$ cat src/rtl/divisao_pkg.sv
// Shared constants and FSM state type for the alternating division series evaluator.
package divisao_pkg;

    // Hex fractional digits of the result and bits per hex digit.
    localparam int unsigned QTD_FRAC     = 15;
    localparam int unsigned QTD_BITS_HEX = 4;

    // Dividend/quotient/accumulator width: 4 * 2^(4*QTD_FRAC) needs 3 integer bits.
    localparam int unsigned MSIZE        = 3 + QTD_BITS_HEX * QTD_FRAC;

    // Hex digits shown on the LCD: one integer digit plus the fraction.
    localparam int unsigned sizeSaidaHex = 1 + QTD_FRAC;

    typedef enum logic [2:0] {
        IDLE,
        LOAD,
        DIV,
        ACC,
        DONE
    } state_t;

endpackage

$ cat src/rtl/divisor_restaurador.sv
// Restoring shift-subtract divider: one quotient bit per cycle, MSB first.
// A load pulse captures dividend and divisor; 'last' marks the cycle of the final step,
// after which 'quotient' holds the result until the next load.
module divisor_restaurador
    import divisao_pkg::*;
#(
    parameter int unsigned MWIDTH = MSIZE,
    parameter int unsigned DWIDTH = 9
) (
    input  logic              clk_2,
    input  logic              reset,
    input  logic              load,
    input  logic [MWIDTH-1:0] dividend,
    input  logic [DWIDTH-1:0] divisor,
    output logic [MWIDTH-1:0] quotient,
    output logic              last
);

    localparam int unsigned CW = $clog2(MWIDTH);

    logic              busy_q;
    logic [CW-1:0]     cnt_q;
    logic [DWIDTH-1:0] rem_q;
    logic [DWIDTH-1:0] dsr_q;
    logic [DWIDTH-1:0] rem_d;
    logic [MWIDTH-1:0] quo_q;
    logic [DWIDTH:0]   rem_ext;
    logic              ge;

    // One restoring step: shift in the next dividend bit and subtract if it fits.
    // A zero divisor always "fits", so the quotient comes out all ones.
    always_comb begin
        rem_ext = {rem_q, quo_q[MWIDTH-1]};
        ge      = rem_ext >= {1'b0, dsr_q};
        rem_d   = ge ? DWIDTH'(rem_ext - {1'b0, dsr_q}) : rem_ext[DWIDTH-1:0];
    end

    // Dividend bits shift out of quo_q as quotient bits shift in; counter runs MWIDTH-1 to 0.
    always_ff @(posedge clk_2) begin
        if (reset) begin
            busy_q <= 1'b0;
            cnt_q  <= '0;
            rem_q  <= '0;
            dsr_q  <= '0;
            quo_q  <= '0;
        end else if (load) begin
            busy_q <= 1'b1;
            cnt_q  <= CW'(MWIDTH - 1);
            rem_q  <= '0;
            dsr_q  <= divisor;
            quo_q  <= dividend;
        end else if (busy_q) begin
            rem_q <= rem_d;
            quo_q <= {quo_q[MWIDTH-2:0], ge};
            cnt_q <= cnt_q - CW'(1);
            if (cnt_q == '0) begin
                busy_q <= 1'b0;
            end
        end
    end

    assign quotient = quo_q;
    assign last     = busy_q && (cnt_q == '0);

endmodule

$ cat src/rtl/serie_divisao_seq.sv
// Sequential evaluator of v = m/a - m/(a+2) + m/(a+4) - ... with m = 4 * 2^(4*QTD_FRAC),
// sharing one restoring divider across all terms. Result is fixed point with one hex
// integer digit and QTD_FRAC hex fractional digits, held until the next accepted start.
module serie_divisao_seq #(
    parameter int unsigned NTERMS   = 8,
    parameter int unsigned QTD_FRAC = divisao_pkg::QTD_FRAC,
    parameter int unsigned ASIZE    = 8
) (
    input  logic                  clk_2,
    input  logic                  reset,
    input  logic                  start,
    input  logic [ASIZE-1:0]      a,
    output logic                  busy,
    output logic                  done,
    output logic                  div0,
    output logic [4*QTD_FRAC:0]   v
);

    import divisao_pkg::*;

    localparam int unsigned MW = 3 + QTD_BITS_HEX * QTD_FRAC;
    localparam int unsigned VW = 1 + QTD_BITS_HEX * QTD_FRAC;
    localparam int unsigned DW = ASIZE + 1;
    localparam int unsigned KW = $clog2(NTERMS) + 1;

    localparam logic [KW-1:0] K_LAST = KW'(NTERMS - 1);
    // m = 4 * 2^(4*QTD_FRAC) = 2^(MW-1)
    localparam logic [MW-1:0] M_DIVIDEND = {1'b1, {(MW - 1){1'b0}}};

    state_t           state_q, state_d;
    logic [ASIZE-1:0] a_q, a_d;
    logic [KW-1:0]    k_q, k_d;
    logic [MW-1:0]    acc_q, acc_d;
    logic             div0_q, div0_d;
    logic [VW-1:0]    v_q, v_d;

    logic [DW-1:0]    divisor;
    logic [MW-1:0]    quot;
    logic [MW-1:0]    term;
    logic             div_load;
    logic             div_last;

    assign divisor = DW'(a_q) + DW'({k_q, 1'b0});

    divisor_restaurador #(
        .MWIDTH (MW),
        .DWIDTH (DW)
    ) u_divisor (
        .clk_2    (clk_2),
        .reset    (reset),
        .load     (div_load),
        .dividend (M_DIVIDEND),
        .divisor  (divisor),
        .quotient (quot),
        .last     (div_last)
    );

    // State and datapath registers; reset abandons any run in progress.
    always_ff @(posedge clk_2) begin
        if (reset) begin
            state_q <= IDLE;
            a_q     <= '0;
            k_q     <= '0;
            acc_q   <= '0;
            div0_q  <= 1'b0;
            v_q     <= '0;
        end else begin
            state_q <= state_d;
            a_q     <= a_d;
            k_q     <= k_d;
            acc_q   <= acc_d;
            div0_q  <= div0_d;
            v_q     <= v_d;
        end
    end

    // Next-state logic, term sign selection and handshake outputs.
    always_comb begin
        state_d  = state_q;
        a_d      = a_q;
        k_d      = k_q;
        acc_d    = acc_q;
        div0_d   = div0_q;
        v_d      = v_q;
        busy     = 1'b0;
        done     = 1'b0;
        div_load = 1'b0;
        // Even terms add, odd terms subtract; modulo 2^MW.
        term     = k_q[0] ? (acc_q - quot) : (acc_q + quot);

        unique case (state_q)
            IDLE: begin
                if (start) begin
                    a_d     = a;
                    acc_d   = '0;
                    div0_d  = 1'b0;
                    k_d     = '0;
                    state_d = LOAD;
                end
            end
            LOAD: begin
                busy     = 1'b1;
                div_load = 1'b1;
                if (divisor == '0) begin
                    div0_d = 1'b1;
                end
                state_d = DIV;
            end
            DIV: begin
                busy = 1'b1;
                if (div_last) begin
                    state_d = ACC;
                end
            end
            ACC: begin
                busy  = 1'b1;
                acc_d = term;
                k_d   = k_q + KW'(1);
                if (k_q == K_LAST) begin
                    // Write v on entry to DONE so it is valid in the done cycle itself.
                    v_d     = term[VW-1:0];
                    state_d = DONE;
                end else begin
                    state_d = LOAD;
                end
            end
            DONE: begin
                done    = 1'b1;
                state_d = IDLE;
            end
            default: begin
                state_d = IDLE;
            end
        endcase
    end

    assign div0 = div0_q;
    assign v    = v_q;

endmodule

$ cat config.mk
export PLATFORM = sky130hd
export DESIGN_NAME = serie_divisao_seq
export DESIGN_NICKNAME = d
export VERILOG_FILES = /design/src/rtl/divisao_pkg.sv /design/src/rtl/divisor_restaurador.sv /design/src/rtl/serie_divisao_seq.sv
export SDC_FILE = /design/constraint.sdc
export NUM_CORES = 1
export LEC_CHECK = 0
export ABC_AREA = 1
export CAP_MARGIN = 30
export CORE_MARGIN = 5
export CORE_UTILIZATION = 25
export CTS_CLUSTER_DIAMETER = 60
export CTS_CLUSTER_SIZE = 30
export DETAILED_ROUTE_END_ITERATION = 8
export MAX_ROUTING_LAYER = met4
export RECOVER_POWER = 100
export SLEW_MARGIN = 5
export SYNTH_ARGS = -nofsm -noshare
export SYNTH_HDL_FRONTEND = slang
export SYNTH_SLANG_ARGS = --single-unit
$ cat constraint.sdc
create_clock -name clk_2 -period 3.25 [get_ports clk_2]
set_input_delay 0.4875 -clock clk_2 [delete_from_list [all_inputs] [get_ports clk_2]]
set_output_delay 0.4875 -clock clk_2 [all_outputs]
set_load 0.01 [all_outputs]
==> results of run 1 <==
metal layers:
metal / wire, µm / vias to the layer above
met5: 0 / -
met4: 1640 / 0
met3: 2590 / 94
met2: 28100 / 353
met1: 27000 / 8119
li1: - / 8967
timing repair:
item / in CTS / in global routing
endpoints found under the setup margin: 90 / 96
pin swaps: 158 / 249
resized for setup: 387 / 547
hold endpoints to repair: 0 / 0
setup buffers: 25 / 26
sequential cells by signal, indices dropped and copies added, names as in the netlist:
signal              cells
div0                    1
u_divisor.cnt_q         6
v                      61
u_divisor.rem_q         9
a_q                     8
u_divisor.busy_q        1
u_divisor.quotient     63
k_q                     4
state_q                 3
u_divisor.dsr_q         9
acc_q                  61
cells by family (layout without fill, tap and decap cells):
| kind of cell | count (synthesis) | count (layout) | synth area share, % |
|---|---|---|---|
| AOI/OAI and AO/OA | 338 | 338 | 11.3 |
| xor gates and xnor gates | 100 | 100 | 5.43 |
| adders and majority gates | 80 | 80 | 6.34 |
| buffers and inverters | 523 | 914 | 12.4 |
| DFF | 226 | 226 | 28.0 |
| and+or+nand+nor | 1402 | 1402 | 36.4 |
cells in the mapped netlist (all sizes together):
library cell	count	area, µm²
o21ai	89	453
nand2	866	3310
dfxtp	226	4520
o21a	2	15.0
a21oi	202	1020
o211ai	16	125
a31oi	7	43.8
a211oi	1	7.51
a21o	4	30.0
ha	77	963
a221oi	1	8.76
buf	32	164
nand4	16	115
o31ai	2	15.0
xor2	83	727
o21bai	6	45.0
inv	448	1680
clkinv	2	7.51
clkbuf	41	154
xnor2	17	149
and2	4	25.0
nor3	23	185
nor3b	2	15.0
o41ai	1	16.3
fa	3	60.1
o22ai	7	43.8
or2	3	18.8
nor4	8	81.3
nand3	107	561
nor2	357	1430
nand3b	16	136
power breakdown:
group	internal [mW]	total, mW	switching, mW
Clock	1.79	3.25	1.46
Combinational	7.14	17.9	10.8
Sequential	2.90	3.06	0.159
Total	11.8	24.2	12.4
through the flow:
step                      setup TNS (ns)  hold WS (ns)  power [mW]  util, %  setup WS, ns
after global placement            -13.67         0.444        14.7     30.9        -0.483
after floorplan                        0         0.424        9.72        -         0.340
after CTS                          -4.36         0.351        20.7     35.0        -0.145
after global routing              -16.47         0.384        25.7     38.8        -0.343
final                              -3.63         0.373        24.2     38.8        -0.171
after detailed placement          -15.56         0.453        14.7     30.9        -0.485
final timing paths:
check	start	end	slack [ns]	depth (start not counted)
worst max-delay path	u_divisor.quotient[27]	v[56]	-0.17	24
worst min-delay path	reset	acc_q[1]	0.37	2
worst max register to register	u_divisor.quotient[27]	v[56]	-0.17	24
worst min register to register	a_q[4]	a_q[4]	0.46	2
layout make-up:
cell class	instances	area [µm²]
fillers	6612	39300
multi-input cells	1920	13100
flip-flops and latches	226	4540
repair buffers	412	3530
inverters	450	1710
well taps	855	1070
clock buffers	33	782
clock inverters	19	188
worst max-delay path, delay by kind of cell (launching register included):
| family | cells | cell delay, ns |
|---|---|---|
| AO/OA/AOI/OAI | 2 | 0.24 |
| flip-flops | 1 | 0.37 |
| AND/OR/NAND/NOR | 14 | 1.54 |
| buffers and inverters | 6 | 0.60 |
| adder cells (fa/ha/maj) | 1 | 0.28 |
| XOR/XNOR | 1 | 0.28 |
==> impl_metrics.toml, run 1 <==
[timing]
report.final.slew_viol_count = 0
setup_ws_ns = -0.171
period_needed_ns = 3.42
hold_viol_final = 0
setup_viol = 50
grt_setup_unrepaired = "true"
period_share_pct = 105
relSlewSlack_pct = 34.1
max_freq_mhz = 292
finalClockSkew_ns = 0.0180
worst_pin_slew_ns = 0.989

[pwr]
cellPowerDensity_mw_per_mm2 = 973
p_leak_nw = 11.9
vdd_drop_max_mv = 0.497

[outcome]
status = "complete, but fails checks"
failed_checks = "negative setup slack"

[global_routing]
grtUsageTotal_pct = 16.2
met1_usage_pct = 21.1
grt_overflow = 0
grt_max_degree = 71
use_met2_pct = 26.9
first_global_vias = 16635
antenna_found_initial = 1
grt_pass1_wl_um = 89500
grt-busiest-layer = "met2"
grt_use_met3_pct = 1.97

[detailed_routing]
routed_via_density = 4.48
antenna_left = 0
vias = 17533
drtPass1Iterations = 5
wl_per_cell_um = 15.2
drc = 0
finalWirelength_um = 59300
dr.first_iter.drc_count = 922

[layout]
syn_to_final_growth_pct = 54.4
num_antenna_cells = 0
final_common_cell = "nand2_1"
nets = 3129
instances_no_fill = 3915
layout-drive-gt1-share_pct = 36.2
fin_area_mm2 = 0.0249
final_cell_mix = "nand2_1, inv_1, buf_4"

[worst_setup_path]
cp.arrival_ns = 3.89
worst_setup_path_start_kind = "flip-flop"
cpMostUsedCell = "nand2_1"
crit_slowest_cell = "dfxtp_4"
required_ns = 3.72
slowest_delay_ns = 0.37
endpoint_kind = "flip-flop"
cp_cell_sequence = "buf_6, nor2_2, nand2_1, nor4_4, nand2_1, nor2_2, nand2_4, nand2_4, buf_6, o21ai_2, xnor2_2, ha_4, nand2_4, inv_1, nand2_4, buf_4, nor4_4, buf_4, a21oi_4, nand3b_1, nand2_1, nand2_1, nand2_1, inv_1"
crit_type = "flip-flop to flip-flop"
critPathMaxFanout = 5

[clock_network]
tritoncts = "built"
cts.sinks = 226
cts_made_buffers = 28
cts_max_level = 1
root_buffer = "clkbuf_16"
cts_buffer_depth = 3
hold_buffers = 0
path_clk_slew_ns = 0.07
clk-insertion-delay-late_ns = 0.58

[placement]
hpwl_um = 44300
io_buffers = 74
dp.cells = 3816
dpl_cell_area_mm2 = 0.0199
place_congestion = 0.967

[floorplan]
std_cell_rows = 93
initial_core_util_pct = 25.1
chipHeight_um = 264
die_x_um = 264
pin_count = 75
dieArea_mm2 = 0.0697
core_area_mm2 = 0.0642

[flow_run]
maxCapViolCount = 0

[logic_synthesis]
syn_nets = 2760
synth_warnings = 0
syn_area_per_cell_um2 = 6.04
synth_cell_types = 50
syn_inst = 2669
ys_seq_area_share_pct = 28.0
synth-seq-cells = 226
syn-cell-area_mm2 = 0.0161

[worst_hold_path]
hold_path_class = "primary input to flip-flop"
(Power assumes the default switching activity.)
==> run 2, diff against run 1 <==
==> constraint.sdc (replaced) <==
create_clock -name clk_2 -period 3.75 [get_ports clk_2]
set_input_delay 0.5625 -clock clk_2 [delete_from_list [all_inputs] [get_ports clk_2]]
set_output_delay 0.5625 -clock clk_2 [all_outputs]
set_load 0.01 [all_outputs]
==> run 2 against run 1 <==
The run now ends clean. Clock power is 13% lower. Sequential share of layout area up 5.1 points. Total power fell by 40%. Die area stayed put. First-iteration DRC count grew 3.5%. Critical path depth decreased by 1. Via count is 9.4% lower. Non-clock buffer count fell by 281. Final cell count shrank 7.3%. Combinational power shrank 49%. Sequential power is 15% lower. Maximum frequency is 4.0% lower. Largest power group unchanged.
==> impl_metrics.toml, run 2 (synthesized netlist as in run 1, its figures left out) <==
[clock_network]
clk-insertion-delay-late_ns = 0.58
cts_buffer_depth = 3
postCtsSetupRepairBufs = 0
cts.sinks = 226
cts_made_buffers = 27
path_clk_slew_ns = 0.08
cts_max_level = 1
tritoncts = "built"
root_buffer = "clkbuf_16"

[floorplan]
std_cell_rows = 93
core_area_mm2 = 0.0642
pin_count = 75
dieArea_mm2 = 0.0697
die_x_um = 264
initial_core_util_pct = 25.1
chipHeight_um = 264

[layout]
utilization_pct = 30.2
multi_input_area_mm2 = 0.00990
fillers = 7199
register_area_mm2 = 0.00453
num_antenna_cells = 0
final_common_cell = "nand2_1"
largest_register_ffs = 63
final_cell_mix = "nand2_1, inv_1, nor2_1"
instances_no_fill = 3631
syn_to_final_growth_pct = 20.1
layout-drive-gt1-share_pct = 9.51
nets = 2847

[worst_hold_path]
hold_path_class = "primary input to flip-flop"
min_from = "reset"

[pwr]
p_comb_share_pct = 62.8
seqPwrFrac_pct = 17.8
cellPowerDensity_mw_per_mm2 = 752
p_int_mw = 6.76
p_sw_mw = 7.82
swShare_pct = 53.6
p_leak_nw = 9.76
vdd_drop_max_mv = 0.360
pwr-share-clk_pct = 19.4

[worst_setup_path]
reg2reg_from = "u_divisor.quotient[1]"
crit_type = "flip-flop to flip-flop"
required_ns = 4.23
endpoint_kind = "flip-flop"
critPathMaxFanout = 5
worst_setup_path_start_kind = "flip-flop"
cp-startpoint = "u_divisor.quotient[1]"
cp.arrival_ns = 4.04
slowest_delay_ns = 0.37
crit_slowest_cell = "ha_2"
cpMostUsedCell = "nand2_1"
cp_cell_sequence = "inv_2, ha_1, nand2_2, nor2_4, nand4_1, nand2_2, nand2_1, xnor2_1, buf_4, ha_2, nand2_1, buf_4, nor2_4, nand2_1, buf_4, nor4_4, nand3_2, nand2_1, nand2_1, nand2_1, nand2_1, nand2_1, inv_1"

[global_routing]
antenna_found_initial = 0
grt_pass1_wl_um = 82600
grt_overflow = 0
grtUsageTotal_pct = 15.0
first_global_vias = 15091
grt_max_degree = 105

[timing]
max_freq_mhz = 281
period_needed_ns = 3.56
period_share_pct = 95.1
grt_setup_unrepaired = "true"
setup_viol = 0
hold_viol_final = 0
report.final.slew_viol_count = 0
finalClockSkew_ns = 0.0274
relSlewSlack_pct = 11.9
worst_pin_slew_ns = 1.32

[flow_run]
maxCapViolCount = 0

[outcome]
status = "finished, final reports clean"

[detailed_routing]
antenna_left = 0
finalWirelength_um = 52700
wl_per_cell_um = 14.5
routed_via_density = 4.38
vias = 15893
drc = 0
dr.first_iter.drc_count = 954
drtPass1Iterations = 5

[placement]
dp.cells = 3581
hpwl_um = 41600
place_congestion = 0.971
io_buffers = 74
[run 2: layer usage]
metal	global-route usage, %	vias to the layer above	wire, µm
met4	3.97	0	1410
met5	-	-	0
met3	1.81	67	2200
met1	20.3	7136	25600
met2	23.9	270	23400
li1	-	8420	-
[run 2: path summary, 6_finish.rpt]
kind	depth (start not counted)	to	slack, ns
setup / recovery	23	v[55]	0.19
hold / removal	2	u_divisor.cnt_q[2]	0.41
setup reg to reg	23	v[55]	0.19
hold reg to reg	2	a_q[4]	0.46
[run 2: area by class of cell]
class / instances / area share, %
Sequential cell: 226 / 23.4
Timing Repair Buffer: 131 / 6.23
Tap cell: 855 / 5.52
Multi-Input combinational cell: 1920 / 51.1
Clock inverter: 20 / 1.47
Clock buffer: 29 / 3.58
Inverter: 450 / 8.72
[run 2: repair_timing]
action / 4_1_cts / 5_1_grt
endpoints found under the hold margin: 0 / 0
endpoints found under the setup margin: 2 / 57
hold buffers: 0 / 0
pin swaps: 1 / 10
gates resized for setup: 2 / 87
[run 2: worst max-delay path: cells and delay by family (launching register included)]
family	cells	cell delay, ns
flip-flops	1	0.33
buffers and inverters	5	0.61
XOR/XNOR	1	0.15
AND/OR/NAND/NOR	15	1.81
adder cells (fa/ha/maj)	2	0.55
[run 2: power groups by stage]
stage	clock [mW]	sequential [mW]	combinational, mW
after floorplan	0	2.62	5.80
after global placement	0	2.65	8.70
after detailed placement	0	2.65	8.68
after CTS	2.92	2.59	8.73
after global routing	3.03	2.61	10.1
final	2.83	2.60	9.15
[run 2: per-stage QoR]
stage | worst slack [ns] | setup TNS, ns | total power, mW | cell area (µm²) | hold slack (ns)
after floorplan | 0.840 | 0 | 8.42 | 16100 | 0.424
after global placement | -0.0654 | -0.0802 | 11.4 | 18100 | 0.441
after detailed placement | -0.0449 | -0.0449 | 11.3 | 18100 | 0.447
after CTS | 0.00933 | 0 | 14.3 | 19100 | 0.389
after global routing | -0.0372 | -0.219 | 15.7 | 19400 | 0.427
final | 0.185 | 0 | 14.6 | 19400 | 0.411
==> run 3, diff against run 2 <==
--- a/config.mk
+++ b/config.mk
@@ -13,6 +13,7 @@
 export CTS_CLUSTER_SIZE = 30
 export DETAILED_ROUTE_END_ITERATION = 8
 export MAX_ROUTING_LAYER = met4
+export PLACE_DENSITY = 0.47
 export RECOVER_POWER = 100
 export SLEW_MARGIN = 5
 export SYNTH_ARGS = -nofsm -noshare
==> run 3 against run 2 <==
The flow now finishes with violations (max-capacitance violations, max-slew violations). Critical path depth shrank 5. Critical endpoint is now acc_q[53]. Via count shrank 0.36%. Sequential power is essentially flat. Critical path type unchanged. Worst setup slack lost 0.023 ns.
==> impl_metrics.toml, run 3 (synthesized netlist as in run 1, its figures left out) <==
[flow_run]
maxCapViolCount = 2

[clock_network]
cts_made_buffers = 30
clk-insertion-delay-late_ns = 0.60
path_clk_slew_ns = 0.08
cts_max_level = 1
tritoncts = "built"
cts_buffer_depth = 3
cts.sinks = 226
root_buffer = "clkbuf_16"
hold_buffers = 0

[worst_setup_path]
endpoint_kind = "flip-flop"
critPathMaxFanout = 4
cp_cell_sequence = "nor2_1, nand3_1, inv_1, nand3_1, nor3_2, nand3_1, xor2_1, nand2_1, o21ai_0, ha_2, nand2_1, inv_1, nand2_2, nor4_4, nand3_2, nand3b_1, nand3_2, a21oi_1"
r2r_slack_ns = 0.16
r2r-end = "acc_q[53]"
crit_type = "flip-flop to flip-flop"
slowest_delay_ns = 0.44
cpMostUsedCell = "nand3_1"
reg2reg_from = "u_divisor.quotient[45]"
cp_top_family = "simple AND/OR/NAND/NOR gates"
worst_setup_path_start_kind = "flip-flop"
ff2ff_path_depth = 18
cp-startpoint = "u_divisor.quotient[45]"
crit_buf_inv = 2
crit_slowest_cell = "ha_2"
required_ns = 4.28
cp.arrival_ns = 4.12

[global_routing]
antenna_found_initial = 0
grt_max_degree = 105
first_global_vias = 15127
grt_pass1_wl_um = 85300
grt_overflow = 0
grtUsageTotal_pct = 15.6

[floorplan]
dieArea_mm2 = 0.0697
core_area_mm2 = 0.0642
std_cell_rows = 93
chipHeight_um = 264
initial_core_util_pct = 25.1
die_x_um = 264
pin_count = 75

[timing]
setup_ws_ns = 0.162
period_share_pct = 95.7
relSlewSlack_pct = -46.3
report.final.slew_viol_count = 111
max_freq_mhz = 279
worst_pin_slew_ns = 2.19
fin_hold_ws_ns = 0.454
finalClockSkew_ns = 0.0467
fin_tns_setup_ns = 0
hold_viol_final = 0
period_needed_ns = 3.59
grt_setup_unrepaired = "true"
setup_viol = 0

[layout]
final_common_cell = "nand2_1"
final_cell_mix = "nand2_1, inv_1, nor2_1"
nets = 2865
instances_no_fill = 3653
syn_to_final_growth_pct = 23.2
layout-drive-gt1-share_pct = 11.4
utilization_pct = 30.9
largest_register_ffs = 63
fillers = 7283
fin_area_mm2 = 0.0199
num_antenna_cells = 0

[worst_hold_path]
min_path_cells = 2
hold_path_end = "a_q[4]"
min_from = "a_q[4]"
hold_path_class = "flip-flop to flip-flop"

[placement]
hpwl_um = 42800
io_buffers = 74
dp.cells = 3580
place_congestion = 0.932
pre_cts_ws_ns = -0.196
dpl_cell_area_mm2 = 0.0181

[detailed_routing]
drtPass1Iterations = 5
routed_via_density = 4.34
dr.first_iter.drc_count = 1014
drc = 0
vias = 15836
wl_per_cell_um = 15.0
antenna_left = 0
finalWirelength_um = 54800

[pwr]
pwr-share-clk_pct = 21.3
p_leak_nw = 9.94
p_total_mw = 15.2
p_sw_mw = 8.02
cellPowerDensity_mw_per_mm2 = 766
p_comb_share_pct = 61.6
swShare_pct = 52.7
p_int_mw = 7.20
vdd_drop_max_mv = 0.419
seqPwrFrac_pct = 17.1

[outcome]
status = "complete, but fails checks"
failed_checks = "max-capacitance violations, max-slew violations"
-- run 3: worst max-delay path by stage --
stage	end	slack (ns)	cells past startpoint
floorplan	v[53]	0.84	24
global placement	v[55]	-0.19	24
detailed placement	v[55]	-0.20	24
CTS	v[55]	0.01	24
global route	v[37]	-0.02	21
finish	acc_q[53]	0.16	18
-- run 3: power groups by stage --
| stage | registers, mW | logic (mW) | clock network (mW) |
|---|---|---|---|
| floorplan | 2.62 | 5.80 | 0 |
| global placement | 2.65 | 8.72 | 0 |
| detailed placement | 2.65 | 8.68 | 0 |
| CTS | 2.60 | 8.80 | 3.35 |
| global route | 2.62 | 10.4 | 3.44 |
| finish | 2.60 | 9.37 | 3.25 |
-- run 3: worst reg2reg max path: stages (launching register included) --
cell      delay (ns)
dfxtp_1         0.35
nor2_1          0.18
nand3_1         0.09
inv_1           0.13
nand3_1         0.20
nor3_2          0.21
nand3_1         0.21
xor2_1          0.19
nand2_1         0.06
o21ai_0         0.19
ha_2            0.44
nand2_1         0.08
inv_1           0.11
nand2_2         0.12
nor4_4          0.35
nand3_2         0.18
nand3b_1        0.17
nand3_2         0.11
a21oi_1         0.18
-- run 3: per-layer routing --
layer  global-route usage (%)  vias to the layer above  part of all wire [%]
met1                     21.5                     7049                    49
li1                         -                     8455                     -
met5                        -                        -                     0
met4                     3.80                        0                   2.8
met3                     1.78                       77                   3.5
met2                     24.7                      255                    44
-- run 3: cell type report --
class | instances | area [µm²] | share of cell area [%]
tap | 855 | 1070 | 5.38
clock inverter | 24 | 343 | 1.73
timing repair buffer | 146 | 1310 | 6.61
sequential | 226 | 4530 | 22.8
clock buffer | 32 | 801 | 4.03
multi-input combinational | 1920 | 10100 | 50.9
inverter | 450 | 1690 | 8.51
-- run 3: repair_timing --
item | CTS | global route
pin swaps | 2 | 35
resized for setup | 8 | 126
endpoints found under the setup margin | 4 | 50
setup buffers | 0 | 16
